<file path="src/rtl/instr_sequencer.sv">
// Multi-cycle instruction sequencer: FETCH/EXEC/MEM/HALT with one branch delay slot.
// Optional: define INSTR_SEQ_ALIGN_CHECK_EN to trap misaligned branch targets into HALT.
module instr_sequencer #(
  parameter int                 ADDR_W       = 32,
  parameter logic [31:0]        RESET_VECTOR = 32'hBFC00000,
  parameter logic [ADDR_W-1:0]  HALT_ADDR    = '0
) (
  input  logic              clk,
  input  logic              reset,
  input  logic              stall,
  input  logic [31:0]       instr_readdata,
  input  logic              mem_access,
  input  logic              branch_taken,
  input  logic [ADDR_W-1:0] branch_target,
  output logic [1:0]        state,
  output logic [ADDR_W-1:0] instr_address,
  output logic [31:0]       instruction_word,
  output logic              delay_slot,
  output logic              finish,
  output logic              align_err
);

  typedef enum logic [1:0] {
    ST_FETCH = 2'b00,
    ST_EXEC  = 2'b01,
    ST_MEM   = 2'b10,
    ST_HALT  = 2'b11
  } state_e;

  localparam logic [ADDR_W-1:0] RST_PC = ADDR_W'(RESET_VECTOR);

  state_e            state_q, state_d;
  logic [ADDR_W-1:0] pc_q, pc_d;
  logic [31:0]       ir_q, ir_d;
  logic              delay_slot_q, delay_slot_d;
  logic              pend_valid_q, pend_valid_d;
  logic [ADDR_W-1:0] pend_target_q, pend_target_d;
  logic              finish_q, finish_d;
`ifdef INSTR_SEQ_ALIGN_CHECK_EN
  logic              align_err_q, align_err_d;
`endif

  logic              complete;
  logic              halt_now;
  logic [ADDR_W-1:0] pc_inc;
  logic [ADDR_W-1:0] next_pc;

  // Flow control: stall=1 freezes every register for that cycle; stall=0 lets
  // the current state advance. There is no other handshake on this block.
  always_comb begin
    state_d       = state_q;
    pc_d          = pc_q;
    ir_d          = ir_q;
    delay_slot_d  = delay_slot_q;
    pend_valid_d  = pend_valid_q;
    pend_target_d = pend_target_q;
    finish_d      = finish_q;
`ifdef INSTR_SEQ_ALIGN_CHECK_EN
    align_err_d   = align_err_q;
`endif
    complete      = 1'b0;
    halt_now      = 1'b0;
    pc_inc        = pc_q + ADDR_W'(4);
    next_pc       = pc_inc;

    case (state_q)
      ST_FETCH: begin
        if (!stall) begin
          ir_d         = instr_readdata;
          delay_slot_d = pend_valid_q;
          state_d      = ST_EXEC;
        end
      end
      ST_EXEC: begin
        if (!stall) begin
          // A branch inside a delay slot is dropped: the first redirect wins.
          if (branch_taken && !delay_slot_q && !pend_valid_q) begin
            pend_valid_d = 1'b1;
`ifdef INSTR_SEQ_ALIGN_CHECK_EN
            pend_target_d = branch_target;
`else
            pend_target_d = branch_target & ~ADDR_W'(3);
`endif
          end
          if (mem_access) state_d = ST_MEM;
          else            complete = 1'b1;
        end
      end
      ST_MEM: begin
        if (!stall) complete = 1'b1;
      end
      default: ;
    endcase

    if (complete) begin
      if (delay_slot_q) begin
        next_pc      = pend_target_q;
        pend_valid_d = 1'b0;
        delay_slot_d = 1'b0;
`ifdef INSTR_SEQ_ALIGN_CHECK_EN
        if (pend_target_q[1:0] != 2'b00) begin
          align_err_d = 1'b1;
          halt_now    = 1'b1;
          next_pc     = pc_inc;
        end
`endif
      end
      pc_d = next_pc;
      if (halt_now || (next_pc == HALT_ADDR)) begin
        state_d  = ST_HALT;
        finish_d = 1'b1;
      end else begin
        state_d  = ST_FETCH;
      end
    end
  end

  always_ff @(posedge clk or negedge reset) begin
    if (!reset) begin
      state_q       <= ST_FETCH;
      pc_q          <= RST_PC;
      ir_q          <= '0;
      delay_slot_q  <= 1'b0;
      pend_valid_q  <= 1'b0;
      pend_target_q <= '0;
      finish_q      <= 1'b0;
`ifdef INSTR_SEQ_ALIGN_CHECK_EN
      align_err_q   <= 1'b0;
`endif
    end else begin
      state_q       <= state_d;
      pc_q          <= pc_d;
      ir_q          <= ir_d;
      delay_slot_q  <= delay_slot_d;
      pend_valid_q  <= pend_valid_d;
      pend_target_q <= pend_target_d;
      finish_q      <= finish_d;
`ifdef INSTR_SEQ_ALIGN_CHECK_EN
      align_err_q   <= align_err_d;
`endif
    end
  end

  assign state            = state_q;
  assign instr_address    = pc_q;
  assign instruction_word = ir_q;
  assign delay_slot       = delay_slot_q;
  assign finish           = finish_q;
`ifdef INSTR_SEQ_ALIGN_CHECK_EN
  assign align_err        = align_err_q;
`else
  assign align_err        = 1'b0;
`endif

endmodule

</file>
<file path="config.mk">
export PLATFORM = sky130hd
export DESIGN_NAME = instr_sequencer
export DESIGN_NICKNAME = d
export VERILOG_FILES = /design/src/rtl/instr_sequencer.sv
export SDC_FILE = /design/constraint.sdc
export NUM_CORES = 1
export LEC_CHECK = 0
export CAP_MARGIN = 0
export CORE_UTILIZATION = 50
export CTS_BUF_LIST = sky130_fd_sc_hd__clkbuf_16
export DETAILED_ROUTE_END_ITERATION = 6
export PLACE_DENSITY = 0.91
export SYNTH_ARGS = -nofsm -noshare
export SYNTH_HDL_FRONTEND = slang
export SYNTH_SLANG_ARGS = --single-unit
export TNS_END_PERCENT = 5
</file>
<file path="constraint.sdc">
create_clock -name clk -period 4.8 [get_ports clk]
set_input_delay 1.44 -clock clk [delete_from_list [all_inputs] [get_ports clk]]
set_output_delay 1.44 -clock clk [all_outputs]
set_load 0.01 [all_outputs]
</file>
==> results by group, run 1 <==
STA
  – Hold Vio Cnt, Final: 0
  – TNS Setup: 0 ns
  – Hold_ws: 0.480 ns
  – Minimum clock period: 3.38 ns
  – Final setup viols: 0
  – Clk_skew: between 0.009 and 0.01 ns
  – Max Freq: 0.296 GHz
  – RSZ-0062 raised after global routing: false
  – Slew HR: around a third
  – Max Slew Vio Count: 0
  – Worst-margin pin slew: 0.989 ns
  – Period utilisation layout: a little over two thirds

Floorplanning
  – Core Footprint: ~9800 um^2
  – Die W: a little over 100 um
  – Initial core utilization: 51.9%
  – Chip height: 103 um
  – Row cnt: 36
  – Die area: ~11000 um^2
  – Io pins: roughly 140

Power
  – Logic gate share of total power: 40.3%
  – Pleak: around 2.7 nW
  – Maximum vdd drop: 0.361 mV
  – Sw Ratio: between 30 and 40%
  – Pwr Density: 560 nW/um^2
  – Psw: roughly 1.4 mW
  – Design internal power: about 2.5 mW
  – Clock power share: 19.5%
  – Pwr Total: 3.81 mW
  – Sequential Power Share: roughly two fifths

Synthesis
  – Top_reg_cell synth: dfrtp_1
  – Mapped Cells: 490
  – Post-synthesis xor/xnor area fraction: ~2.6%
  – Largest family of logic cells by synthesized area: simple AND/OR/NAND/NOR gates
  – Post-Syn Area: 5090 um^2
  – Area share of the leading cell type in the synthesized netlist: 44.2%
  – Compound-Gate Fraction of Synth Area: 12.9%
  – Number of flops mapped to enable cells by yosys: 0
  – Post-synth cell types: 58
  – Register bit count reported by yosys: 99
  – Post-synthesis adder-cell area fraction: 0.983%
  – Syn_nets: 563
  – Yosys top cell by area: dfrtp_1
  – Sequential element share of the synthesized area: 48.9%
  – Avg Cell Area, Syn: approximately 10 um^2
  – Mux cell area share after synthesis: between 15 and 20%
  – Dominant cells by area after synthesis: dfrtp_1 (44%), mux2_2 (14%), dfstp_2 (4.6%)
  – Yosys warning total: 0
  – Post-Synth Simple-Gate Area: 15.8%
  – Async SR Flop Fraction: 100%

Global routing
  – GR peak layer: met2
  – First-pass GRT wire length: around 22000 um
  – GR Layer Usage met1: 34.6%
  – Total gr overflow: 0
  – Vias in the first global route: 4455
  – Antenna violations before repair: 0
  – GRT Overall Usage: 28.0%
  – Met3 usage: 7.66%
  – GR Util met2: 45.9%
  – Largest net degree at the start of global routing: 75

Clock network
  – Number of buffers created by CTS: 9
  – CTS Hold Bufs: 0
  – CTS resizes: 0
  – Clock Latency Late Sink: 0.35 ns
  – H-tree levels: 3
  – Clk pin slew, worst setup/hold paths: 0.07 ns
  – Postcts setup bufs: 0
  – CTS tree: yes
  – Clock buffer depth: 2
  – CTS Root Cell: clkbuf_16
  – Num Clock Sinks: 99

Detailed routing
  – DRT iter0 DRCs: 350
  – WL final: 13900 um
  – Routed WL per cell: 18.7 um
  – Routed Antenna Nets: 0
  – Drt drc: 0
  – Vias: between 4000 and 5000
  – Drt first pass iters: 7
  – DR vias/cell: 6.05

Critical path
  – Critical Path AT: 3.65 ns
  – CP endpoint kind: flop
  – Worst setup SP type: flop
  – Crit-path max FO: 13
  – Critical path class: flop to flop
  – Worst Path Required: between 5 and 6 ns

Cells and area
  – Final nets: 679
  – Most common cell after layout, fill and taps aside: clkdlybuf4s50_1
  – Layout area overhead: 33.5%
  – Non-Filler Instances: 744
  – Commonest non-fill, non-tap cells in the layout: clkdlybuf4s50_1 (133), dfrtp_1 (90), mux2_2 (62)
  – Core Util, Final: 69.2%
  – Fill count: 741
  – Fraction of layout cells with a size suffix above 1: 17.2%
  – # diodes: 0

Place
  – Routability Congestion: 0.935
  – Cells after DPL: 728
  – Dpl hpwl: 9880 um
  – PortBufs: 134

Outcome
  – Status: finished clean

Min path
  – Worst Hold Class: flop to flop

Run
  – Number of max-cap violations: 0
-- kinds of logic (layout without fill, tap and decap cells) --
group                    after synthesis  after routing
AO/OA/AOI/OAI                        104            104
XOR/XNOR                              15             15
adder cells (fa/ha/maj)                4              4
buffers and inverters                 41            162
flip-flops                            99             99
multiplexers                          70             70
other                                  1              1
AND/OR/NAND/NOR                      156            156
-- cells in the mapped netlist, types with 4 or more instances --
library cell and n:
and3_1 4, nor2_1 26, nand4_1 9, and2_1 5, a22oi_1 10, dfrtp_1 90
o21ai_0 30, nand2_1 38, or3_1 5, ha_1 4, clkbuf_1 24, dfstp_2 9
inv_1 4, nor3_1 19, nor4_1 8, a21oi_1 25, xor2_1 5, mux2_2 62
buf_2 8, mux2i_1 8, nand3_1 17, o22ai_1 10, nand2b_1 5, or4_1 5
a31oi_1 5, o31ai_1 4, nor2b_1 5, xnor2_1 10
-- per-stage QoR --
step,worst slack (ns),cell area (um^2)
3_3_place_gp,1.22,6500
5_1_grt,1.27,6800
2_1_floorplan,1.94,5090
6_report,1.42,6800
3_5_place_dp,1.15,6500
4_1_cts,1.51,6800
-- worst max-delay path, stage by stage (launching register included) --
cell	delay (ns)
dfrtp_1	0.54
nand3_1	0.24
or4_4	0.70
nor4_1	0.58
mux2i_1	0.27
o2111ai_1	0.16
nor4_1	0.33
nand4_1	0.27
a21oi_1	0.22
-- power groups by stage --
stage | logic, mW | clock network [mW] | registers [mW]
CTS | 1.54 | 0.748 | 1.52
detailed placement | 1.52 | 0 | 1.53
global route | 1.66 | 0.786 | 1.57
finish | 1.53 | 0.743 | 1.53
floorplan | 0.806 | 0 | 1.49
global placement | 1.47 | 0 | 1.50
-- flip-flops by register name, summed over array words and instances (netlist names) --
signal and flops:
pend_target_q 30, pend_valid_q 1, delay_slot 1, instr_address 32, finish 1, instruction_word 32
state 2
-- per-layer routing --
| layer | wire length (um) | part of all wire (%) | up-vias |
|---|---|---|---|
| li1 | - | - | 2024 |
| met1 | 5320 | 38 | 2176 |
| met2 | 6790 | 49 | 260 |
| met3 | 1430 | 10 | 44 |
| met4 | 410 | 2.9 | 0 |
| met5 | 0 | 0 | - |
-- area by class of cell --
class / count / area [um^2] / share of cell area (%)
Multi-Input combinational cell: 350 / 2430 / 35.8
Inverter: 5 / 18.8 / 0.276
Clock inverter: 7 / 76.3 / 1.12
Clock buffer: 9 / 225 / 3.31
Tap cell: 133 / 166 / 2.45
Sequential cell: 99 / 2490 / 36.6
Timing Repair Buffer: 141 / 1390 / 20.5
-- worst paths after layout --
path	from	endpoint	slack, ns	depth (start not counted)
min in group asynchronous	reset	instruction_word[21]	1.23	1
min reg2reg	finish	finish	0.48	1
max	instr_address[4]	state[0]	1.42	8
max reg2reg	instr_address[4]	state[0]	1.42	8
max in group asynchronous	reset	instruction_word[27]	2.69	2
min	finish	finish	0.48	1
(Power assumes the default switching activity.)
==> run 2: changes to the inputs <==
- CORE_UTILIZATION: 50 -> 44
- PLACE_DENSITY: 0.91 -> 0.86
- clock period: 4.8 -> 3.1 ns (I/O delays scaled with it)
==> run 2 against run 1 <==
- fmax increased by 15%
- worst setup slack got worse by 1.2 ns
- sequential cell count did not move
- worst hold slack better by 0.015 ns
- die area increased by 13%
- clock skew is 0.0047 ns lower
- cell count is 3.5% higher
- combinational power up 63%
- highest routed layer unchanged
==> results by group, run 2 (synthesized netlist as in run 1, its figures left out) <==
Critical path
  – CP top delay family: simple AND/OR/NAND/NOR gates
  – CP max stage delay: 0.71 ns (about the same)
  – Worst setup SP type: flop
  – Buf/Inv on CP: 0 (unchanged)
  – CP endpoint kind: flop
  – Worst Path Required: 3.36 ns (-1.71 ns)
  – Crit path cell chain: ha_1, nand4_1, or4b_2, a2111oi_1, a311o_1, o21ai_0, a21oi_1, nand4_1, a31oi_1
  – Most common cell on crit path: nand4_1
  – Critical path class: flop to flop
  – Reg2Reg Setup Slack: 0.17 ns (-1.25 ns)
  – R2R Path Start: instr_address[3]
  – Crit-path max FO: 5 (-8)
  – R2r endpoint: state[1]
  – Worst R2R Path Depth: 9 (+1)
  – Critical path's slowest cell: or4b_2
  – Critical Path AT: 3.19 ns (-0.46 ns)

Detailed routing
  – DRT iter0 DRCs: 243 (-31%)
  – DR vias/cell: 5.78 (-4.5%)
  – Routed Antenna Nets: 0 (unchanged)
  – Drt drc: 0 (unchanged)
  – Drt first pass iters: 5 (-2)
  – WL final: 14200 um (+1.8%)
  – Routed WL per cell: 18.4 um (-1.6%)
  – Vias: 4450 (-1.2%)

STA
  – Minimum clock period: 2.93 ns (-0.451 ns)
  – Clk_skew: 0.00519 ns (-0.00470 ns)
  – RSZ-0062 raised after global routing: false
  – TNS Setup: 0 ns (unchanged)
  – Hold Vio Cnt, Final: 0 (unchanged)
  – Worst-margin pin slew: 0.527 ns (-0.462 ns)
  – Slew HR: 64.6% (+31 points)
  – Max Freq: 0.342 GHz (+15%)
  – Final setup viols: 0 (unchanged)
  – Max Slew Vio Count: 0 (unchanged)
  – Period utilisation layout: 94.4% (+24 points)

Cells and area
  – Design area: 6960 um^2 (+2.3%)
  – Most common cell after layout, fill and taps aside: clkdlybuf4s50_1
  – Fill count: 895 (+21%)
  – Layout area overhead: 36.6%
  – Final nets: 698 (+2.8%)
  – Fraction of layout cells with a size suffix above 1: 21.0% (+3.8 points)
  – Commonest non-fill, non-tap cells in the layout: clkdlybuf4s50_1 (133), dfrtp_1 (85), mux2_2 (62)
  – # diodes: 0 (unchanged)

Clock network
  – Clock Latency Late Sink: 0.35 ns (about the same)
  – Clk pin slew, worst setup/hold paths: 0.07 ns (about the same)
  – CTS tree: yes
  – Num Clock Sinks: 99 (unchanged)
  – Number of buffers created by CTS: 9 (unchanged)
  – Clock buffer depth: 2 (unchanged)
  – CTS Root Cell: clkbuf_16
  – H-tree levels: 3 (unchanged)

Min path
  – Hold wc startpoint: finish
  – Worst Hold Class: flop to flop
  – WHS Path Cells: 1 (unchanged)
  – Hold endpoint: finish

Floorplanning
  – Die area: 12000 um^2 (+13%)
  – Chip height: 110 um (+6.5%)
  – Row cnt: 38 (+5.6%)
  – Initial core utilization: 46.0% (-5.9 points)
  – Io pins: 138 (unchanged)
  – Core Footprint: 11100 um^2 (+13%)
  – Die W: 110 um (+6.5%)

Place
  – Routability Congestion: 0.889 (-4.9%)
  – PortBufs: 134 (unchanged)
  – Dpl hpwl: 10600 um (+7.6%)
  – DP Area: 6640 um^2 (+2.2%)

Outcome
  – Status: finished clean

Global routing
  – First-pass GRT wire length: 23000 um (+3.1%)
  – Vias in the first global route: 4442 (-0.29%)
  – Largest net degree at the start of global routing: 43 (-43%)
  – GRT Overall Usage: 25.6% (-2.4 points)
  – Total gr overflow: 0 (unchanged)
  – Antenna violations before repair: 0 (unchanged)

Power
  – Pleak: 2.74 nW (+2.8%)
  – Maximum vdd drop: 0.611 mV (+69%)
  – Pwr Density: 843 nW/um^2 (+51%)

Run
  – Number of max-cap violations: 0 (unchanged)
## run 2: area by class of cell
class | instances | area [um^2] | area share, %
inverter | 5 | 18.8 | 0.270
clock inverter | 7 | 57.6 | 0.827
timing repair buffer | 160 | 1530 | 22.1
clock buffer | 9 | 225 | 3.24
tap | 140 | 175 | 2.52
sequential | 99 | 2490 | 35.9
multi-input combinational | 350 | 2450 | 35.2
## run 2: layer usage
metal / share of wire [%] / global-route usage [%]
met4: 1.7 / 8.48
met5: 0 / 0
met3: 8.5 / 7.47
met2: 49 / 42.7
met1: 41 / 31.8
## run 2: per-stage QoR
stage	util (%)	cells	power [mW]	hold WS, ns	setup slack (ns)
finish	62.8	770	5.87	0.495	0.174
global route	62.8	770	6.22	0.527	0.0149
CTS	62.5	769	5.89	0.503	0.223
detailed placement	59.9	753	4.79	0.481	0.0337
global placement	59.9	753	4.67	0.471	0.0927
floorplan	-	490	3.56	0.470	0.443
## run 2: worst max-delay path by stage
stage | start | endpoint | slack (ns) | depth (start not counted)
after floorplan | instr_address[12] | state[1] | 0.44 | 9
after global placement | stall | state[1] | 0.09 | 9
after detailed placement | stall | state[1] | 0.03 | 9
after CTS | instr_address[8] | state[1] | 0.22 | 9
after global routing | instr_address[3] | state[1] | 0.01 | 9
final | instr_address[3] | state[1] | 0.17 | 9
## run 2: repair_timing
item,4_1_cts,5_1_grt
resized for setup,0,9
setup endpoints to repair,0,3
hold buffers,0,0
buffers inserted,0,1
## run 2: power breakdown
part	switching, mW	total [mW]	internal, mW
clock	0.506	1.06	0.557
sequential	0.475	2.31	1.84
combinational	1.11	2.49	1.38
total	2.09	5.87	3.77
